--- src/rtl/dual_rail_word_sender.sv ---
// dual_rail_word_sender
// Serializes a parallel word LSB first into dual-rail return-to-zero tokens
// (bit1/bit0), separated by all-zero spacers. It samples the downstream
// parity checker's dual-rail verdict at the end of every token. At end of
// word it reports the final verdict and any rail-encoding violation.
// Optional feature macro: DR_SENDER_CHECK_EN builds a local expected-parity
// tracker that drives `mismatch`. Without it, `mismatch` is tied low.
module dual_rail_word_sender #(
    parameter int WIDTH         = 8,
    parameter int HOLD_CYCLES   = 2,
    parameter int SPACER_CYCLES = 1
) (
    input  logic             clk,
    input  logic             reset,
    input  logic             in_valid,
    output logic             in_ready,
    input  logic [WIDTH-1:0] in_data,
    output logic             bit1,
    output logic             bit0,
    input  logic             parity1,
    input  logic             parity0,
    output logic             done,
    output logic             even_zeros,
    output logic             rail_error,
    output logic             mismatch
);

    localparam int MAX_CNT = (HOLD_CYCLES > SPACER_CYCLES) ? HOLD_CYCLES : SPACER_CYCLES;
    localparam int CNT_W   = $clog2(MAX_CNT + 1);
    localparam int IDX_W   = (WIDTH > 1) ? $clog2(WIDTH) : 1;

    localparam logic [CNT_W-1:0] HOLD_LAST   = CNT_W'(HOLD_CYCLES - 1);
    localparam logic [CNT_W-1:0] SPACER_LAST = CNT_W'(SPACER_CYCLES - 1);
    localparam logic [IDX_W-1:0] IDX_LAST    = IDX_W'(WIDTH - 1);

    typedef enum logic [1:0] {
        S_IDLE   = 2'd0,
        S_TOKEN  = 2'd1,
        S_SPACER = 2'd2,
        S_DONE   = 2'd3
    } state_t;

    // A legal dual-rail sample has exactly one rail high.
    function automatic logic is_one_hot2(input logic [1:0] v);
        return v[1] ^ v[0];
    endfunction

    state_t           r_state;
    logic [CNT_W-1:0] r_cnt;
    logic [IDX_W-1:0] r_idx;
    logic [WIDTH-1:0] r_data;
    logic [1:0]       r_samp;
    logic             r_err_acc;
    logic             r_in_ready;
    logic             r_bit1;
    logic             r_bit0;
    logic             r_done;
    logic             r_even_zeros;
    logic             r_rail_error;

    state_t           w_state_nxt;
    logic [CNT_W-1:0] w_cnt_nxt;
    logic [IDX_W-1:0] w_idx_nxt;
    logic [WIDTH-1:0] w_data_nxt;
    logic             w_accept;
    logic             w_tok_last;
    logic             w_enter_done;
    logic [1:0]       w_samp_in;

    assign w_samp_in = {parity1, parity0};

    // Next-state, counter and bit-index sequencing of the token/spacer FSM.
    always_comb begin
        w_state_nxt  = r_state;
        w_cnt_nxt    = r_cnt;
        w_idx_nxt    = r_idx;
        w_data_nxt   = r_data;
        w_accept     = 1'b0;
        w_tok_last   = 1'b0;
        w_enter_done = 1'b0;
        case (r_state)
            S_IDLE: begin
                if (in_valid) begin
                    w_accept    = 1'b1;
                    w_state_nxt = S_TOKEN;
                    w_cnt_nxt   = '0;
                    w_idx_nxt   = '0;
                    w_data_nxt  = in_data;
                end else begin
                    w_state_nxt = S_IDLE;
                end
            end
            S_TOKEN: begin
                if (r_cnt == HOLD_LAST) begin
                    w_tok_last  = 1'b1;
                    w_state_nxt = S_SPACER;
                    w_cnt_nxt   = '0;
                end else begin
                    w_cnt_nxt = r_cnt + CNT_W'(1);
                end
            end
            S_SPACER: begin
                if (r_cnt == SPACER_LAST) begin
                    w_cnt_nxt = '0;
                    if (r_idx == IDX_LAST) begin
                        w_enter_done = 1'b1;
                        w_state_nxt  = S_DONE;
                    end else begin
                        w_state_nxt = S_TOKEN;
                        w_idx_nxt   = r_idx + IDX_W'(1);
                        w_data_nxt  = r_data >> 1'b1;
                    end
                end else begin
                    w_cnt_nxt = r_cnt + CNT_W'(1);
                end
            end
            S_DONE: begin
                w_state_nxt = S_IDLE;
            end
            default: begin
                w_state_nxt = S_IDLE;
                w_cnt_nxt   = '0;
                w_idx_nxt   = '0;
            end
        endcase
    end

    // State register plus outputs registered from the next state, so rails never glitch.
    always_ff @(posedge clk) begin
        if (reset) begin
            r_state    <= S_IDLE;
            r_cnt      <= '0;
            r_idx      <= '0;
            r_data     <= '0;
            r_in_ready <= 1'b1;
            r_bit1     <= 1'b0;
            r_bit0     <= 1'b0;
            r_done     <= 1'b0;
        end else begin
            r_state    <= w_state_nxt;
            r_cnt      <= w_cnt_nxt;
            r_idx      <= w_idx_nxt;
            r_data     <= w_data_nxt;
            r_in_ready <= (w_state_nxt == S_IDLE);
            r_bit1     <= (w_state_nxt == S_TOKEN) &  w_data_nxt[0];
            r_bit0     <= (w_state_nxt == S_TOKEN) & ~w_data_nxt[0];
            r_done     <= (w_state_nxt == S_DONE);
        end
    end

    // Parity sampling at the end of each token and end-of-word verdict reporting.
    always_ff @(posedge clk) begin
        if (reset) begin
            r_samp       <= 2'b00;
            r_err_acc    <= 1'b0;
            r_even_zeros <= 1'b0;
            r_rail_error <= 1'b0;
        end else if (w_accept) begin
            r_err_acc    <= 1'b0;
            r_rail_error <= 1'b0;
        end else if (w_tok_last) begin
            r_samp <= w_samp_in;
            if (!is_one_hot2(w_samp_in)) begin
                r_err_acc <= 1'b1;
            end
        end else if (w_enter_done) begin
            r_even_zeros <= r_samp[1];
            r_rail_error <= r_err_acc;
        end
    end

`ifdef DR_SENDER_CHECK_EN
    logic r_exp_odd;
    logic r_mismatch;

    // Expected zero-count parity; odd after an odd number of 0 tokens.
    always_ff @(posedge clk) begin
        if (reset) begin
            r_exp_odd  <= 1'b0;
            r_mismatch <= 1'b0;
        end else if (w_accept) begin
            r_exp_odd  <= 1'b0;
            r_mismatch <= 1'b0;
        end else if (w_tok_last) begin
            r_exp_odd <= r_exp_odd ^ ~r_data[0];
        end else if (w_enter_done) begin
            r_mismatch <= (r_samp[1] != ~r_exp_odd);
        end
    end

    assign mismatch = r_mismatch;
`else
    assign mismatch = 1'b0;
`endif

    assign in_ready   = r_in_ready;
    assign bit1       = r_bit1;
    assign bit0       = r_bit0;
    assign done       = r_done;
    assign even_zeros = r_even_zeros;
    assign rail_error = r_rail_error;

endmodule

--- config.mk ---
export PLATFORM = sky130hd
export DESIGN_NAME = dual_rail_word_sender
export DESIGN_NICKNAME = d
export VERILOG_FILES = /design/src/rtl/dual_rail_word_sender.sv
export SDC_FILE = /design/constraint.sdc
export NUM_CORES = 1
export LEC_CHECK = 0
export ABC_AREA = 1
export CAP_MARGIN = 20
export CORE_UTILIZATION = 35
export DETAILED_ROUTE_END_ITERATION = 7
export GPL_TIMING_DRIVEN = 0
export SYNTH_ARGS = -nofsm -noshare
export SYNTH_HDL_FRONTEND = slang
export SYNTH_SLANG_ARGS = --single-unit
--- constraint.sdc ---
create_clock -name clk -period 1.8 [get_ports clk]
set_input_delay 0.45 -clock clk [delete_from_list [all_inputs] [get_ports clk]]
set_output_delay 0.45 -clock clk [all_outputs]
set_load 0.03 [all_outputs]
### Yosys cells after proc, flatten, opt, wreduce, memory -nomap -nowiden

Index checks and enable logic that the tools add are counted.

| word-level totals | value |
|---|---|
| register bits | 24 |
| output and inout bits | 7 |

| cells by class | value |
|---|---|
| add/sub/neg operators | 2 |
| equality and inequality tests | 10 |
| muxes and demuxes | 24 |
| bitwise operators | 7 |
| reduce and logical (&&, ||, !) cells | 12 |

Operators with widths:

| operator | count |
|---|---|
| $mux 8 | 3 |
| $pmux 8 s2 | 1 |
| $mux 2 | 6 |
| $mux 3 | 3 |
| $mux 1 | 8 |
| $pmux 2 s4 | 1 |
| $reduce_and 2->1 | 4 |
| $eq 2x1->1 const B | 3 |
| $eq 2x2->1 const B | 3 |
| $logic_not 2->1 | 3 |
| $ne 2x2->1 const B | 3 |
| $pmux 2 s3 | 1 |
| $pmux 3 s2 | 1 |
| $not 1->1 | 4 |
| $reduce_and 4->1 | 1 |
| $add 3x1->3 const B | 1 |
| $eq 3x3->1 const B | 1 |
| $reduce_and 3->1 | 1 |
| $reduce_bool 3->1 | 1 |
| $add 2x1->2 const B | 1 |
| $and 1x1->1 | 2 |
| $reduce_bool 2->1 | 1 |
| $reduce_or 2->1 | 1 |
| $xor 1x1->1 | 1 |

### Depth between registers and ports, before layout

| logic depth | value |
|---|---|
| word-level depth | 6 |
| gate-level depth with buffers | 10 |
| depth with buffers taken out | 9 |

### Least setup slack after synthesis

OpenSTA, ideal clock, no wires.

| path | value |
|---|---|
| path kind | reg-to-reg |
| start | register r_idx[0] |
| end | register r_data[1] |
| library setup time | 69 ps |
| arrival time | 1333 ps |
| data required time | 1731 ps |
| slack | 397 ps |
| stages on the path, launching flop included | 9 |
| buffers on the path | 1 |
| path through | dfxtp_1 ha_1 ha_1 inv_1 a21oi_1 nor2_2 buf_6 nand2_2 a21oi_2 |

| between the ends | value |
|---|---|
| word-level cells in the longest chain between the ends | 3 |

Ends and longest elaborated chain:

| item | RTL line | source |
|---|---|---|
| start: declaration | 50 | `logic [IDX_W-1:0] r_idx;` |
| start signal: assignment | 142 | `r_idx <= w_idx_nxt;` |
| $eq 3x3->1 | 105 | `if (r_idx == IDX_LAST) begin` |
| $ne 2x2->1 (no source line) | n/a |  |
| $reduce_and 4->1 (no source line) | n/a |  |
| end signal: assignment | 143 | `r_data <= w_data_nxt;` |
| end: declaration | 51 | `logic [WIDTH-1:0] r_data;` |

Every way passes these cells.
A chain may end at the register's enable or synchronous reset.

### Worst setup path in the final report

| path | value |
|---|---|
| start | register r_state[0] |
| end | register r_data[3] |

| between the ends | value |
|---|---|
| word-level cells in the longest chain between the ends | 3 |
| elaborated cells on any way between the ends | 8 |
| classes of those cells | eq/ne: 4; mux: 1; reduce/logical: 3 |

Ends and longest elaborated chain:

| item | RTL line | source |
|---|---|---|
| start: declaration | 48 | `state_t r_state;` |
| start signal: assignment | 140 | `r_state <= w_state_nxt;` |
| $eq 2x2->1 / $logic_not 2->1 (equally long branches) | 81 | `case (r_state)` |
| $ne 2x2->1 (no source line) / $reduce_bool 2->1 (equally long branches) | n/a |  |
| $reduce_and 4->1 (no source line) | n/a |  |

Several ways; a longest one is shown, not always the timed one.

==> metrics <==
setup_tns 0 ps; register bit total from synthesis 23; vias in the first global route 891; Synth async-reset ratio 0; CP Class flip-flop to flip-flop; fmax ~0.61 GHz; crit path DAT 1880 ps; clock sinks 23; Final GP Congestion a little over 0.7; # diodes 0; root buffer cell clkbuf_4; setup ws final 172 ps; Worst Setup Slack post-DPL roughly 14 ps; ratio of cells with drive above 1 in the final layout 0.132; NumNets Final around 230; CTS tree built; final wirelength 2.45 mm; post-cts sizing count 0; largest area contributor in the netlist dfxtp_1; Area after DPL roughly 0.0015 mm²; CTS Hold Buffers Added 0; clock buffer depth 2; CP endpoint kind flip-flop; Hold Path Stages 2; DRC 0; syn_area_per_cell between 6 and 7 µm²; Worst Hold Path EP r_err_acc; Starting Density 0.372; number of enable flip-flop cells after synthesis 0; worst-path maximum fanout 10; Die W ~62 µm; fin crit share 0.905; Synth Instances 182; largest net degree at the start of global routing 14; H-tree depth 1; Area Growth Syn to Fin 22.2%; Die H 62.0 µm; Hold Crit Start r_err_acc; Rows 21; Yosys top cell area share 0.365; DRT Pass-1 Iters 4; GR Overflow Total 0; post-CTS setup buffer count 0; Mapped Nets slightly above 200; leading post-synthesis cells by cell area dfxtp_1, nand2_1, ha_1, nor2_1, inv_1; Placed Cells 246; P_leak 0.772 nW; die area between 0.003 and 0.004 mm²; detailed placement HPWL around 1.8 mm; unrepaired setup endpoints after global routing no; Finish-stage setup viols 0; VDD IR max roughly 0.31 mV; R2R depth 8; Synth cell types 20; Worst R2R Start r_state[0]; clk_skew ~1.1 ps; Setup crit start kind flip-flop; relative slew slack 0.540; status finished, final reports clean; register area share after synthesis 0.365; io pins 20; Starting DRT DRC Count 34; vias approximately 1.1k; clock slew at reported path FFs ~130 ps; Slew @ Worst Pin 690 ps; layout filler cell count about 360; synth cell count leaders nand2_1, dfxtp_1, nor2_1, inv_1, ha_1; R2R Path End r_data[3]; Non-Filler Instances 250; Worst-Skew Late Latency 310 ps; Antenna Violating Nets Remaining 0; first-pass GRT wire length just under 4 mm; Post-synth top flop dfxtp_1; worst endpoint required time 2050 ps; Synth Cell Area ~0.0013 mm²; Slew Limit Fails 0; Final Critical Period ~1600 ps; core area ~0.0034 mm²; top-count cell post-synth nand2_1; Max Cap Viol 0; All-Layer GR Usage 0.143; antenna violations before repair 0; routed length per instance approximately 10 µm; Pwr Total 0.982 mW; Inserted Clock Buffers 3; hold crit path type flip-flop to flip-flop; Final Hold Fails 0; P per Cell Area approximately 640 mW/mm²; synth warn 0; flop2flop setup slack between 150 and 200 ps; IO Port Bufs 18; Finished Cell Area between 0.0015 and 0.002 mm²; vias per cell about 4.3
[state kept, by name, summed over array words and instances, names as in the netlist, 2 cells and up]
signal,count
r_cnt,2
r_idx,3
r_data,8
r_state,2
[per-layer routing]
layer,up-vias,global-route usage,wire length [µm]
met5,-,0,0
met3,2,0.0455,89
li1,599,-,-
met2,15,0.210,1050
met1,461,0.202,1290
met4,0,0.0381,22
[cells in the final DEF (no fill, tap or decap), drive strengths merged]
cell type      instances
clkdlybuf4s50         12
nor3                   1
ha                    10
inv                   20
conb                   1
nand2                 72
a21oi                 14
dfxtp                 23
clkbuf                 4
nor2                  26
o21ai                  5
nand3                  4
nand4                  2
buf                    3
clkinv                 1
dlymetal6s2s           6
[power breakdown]
group | internal [mW] | leakage, nW | switching [mW]
logic | 0.0803 | 0.567 | 0.115
registers | 0.533 | 0.187 | 0.0133
clock network | 0.0830 | 0.0177 | 0.157
[worst max-delay path by stage]
stage / startpoint / endpoint / slack (ps) / cells past startpoint
detailed placement: in_valid / r_data[3] / 10 / 8
finish: r_state[0] / r_data[3] / 170 / 8
global route: r_state[0] / bit1 / 50 / 9
CTS: rail_error / rail_error / 3 / 1
floorplan: r_idx[0] / r_data[1] / 400 / 8
global placement: in_valid / r_data[3] / -20 / 8
[critical path, cell delays in order (launching register included)]
cell and delay [ps]:
dfxtp_1 440, inv_1 90, ha_1 270, nand2_1 160, o21ai_2 80, nor2_2 170
buf_6 190, nand2_2 60, a21oi_2 110
[area by class of cell]
type                            instances  area, µm²  area share
Clock inverter                          1       5.00     0.00325
Multi-Input combinational cell        135        692       0.449
Inverter                               20       75.1      0.0487
Sequential cell                        23        460       0.299
Timing Repair Buffer                   18        195       0.127
Clock buffer                            3       22.5      0.0146
Buffer                                  4       33.8      0.0219
Tap cell                               46       57.6      0.0373
[metrics by stage]
| step | utilization | hold WS [ps] |
|---|---|---|
| floorplan | - | 428 |
| global placement | 0.442 | 443 |
| detailed placement | 0.442 | 450 |
| CTS | 0.450 | 469 |
| global route | 0.455 | 480 |
| finish | 0.455 | 469 |
[logic make-up after synthesis]
logic type                 share of synthesized area
buffers and inverters                         0.0863
adders and majority gates                     0.0992
other                                        0.00297
and+or+nand+nor                                0.347
DFF                                            0.365
AOI/OAI and AO/OA                             0.0992
No activity file was read; power rests on OpenSTA's default activity.
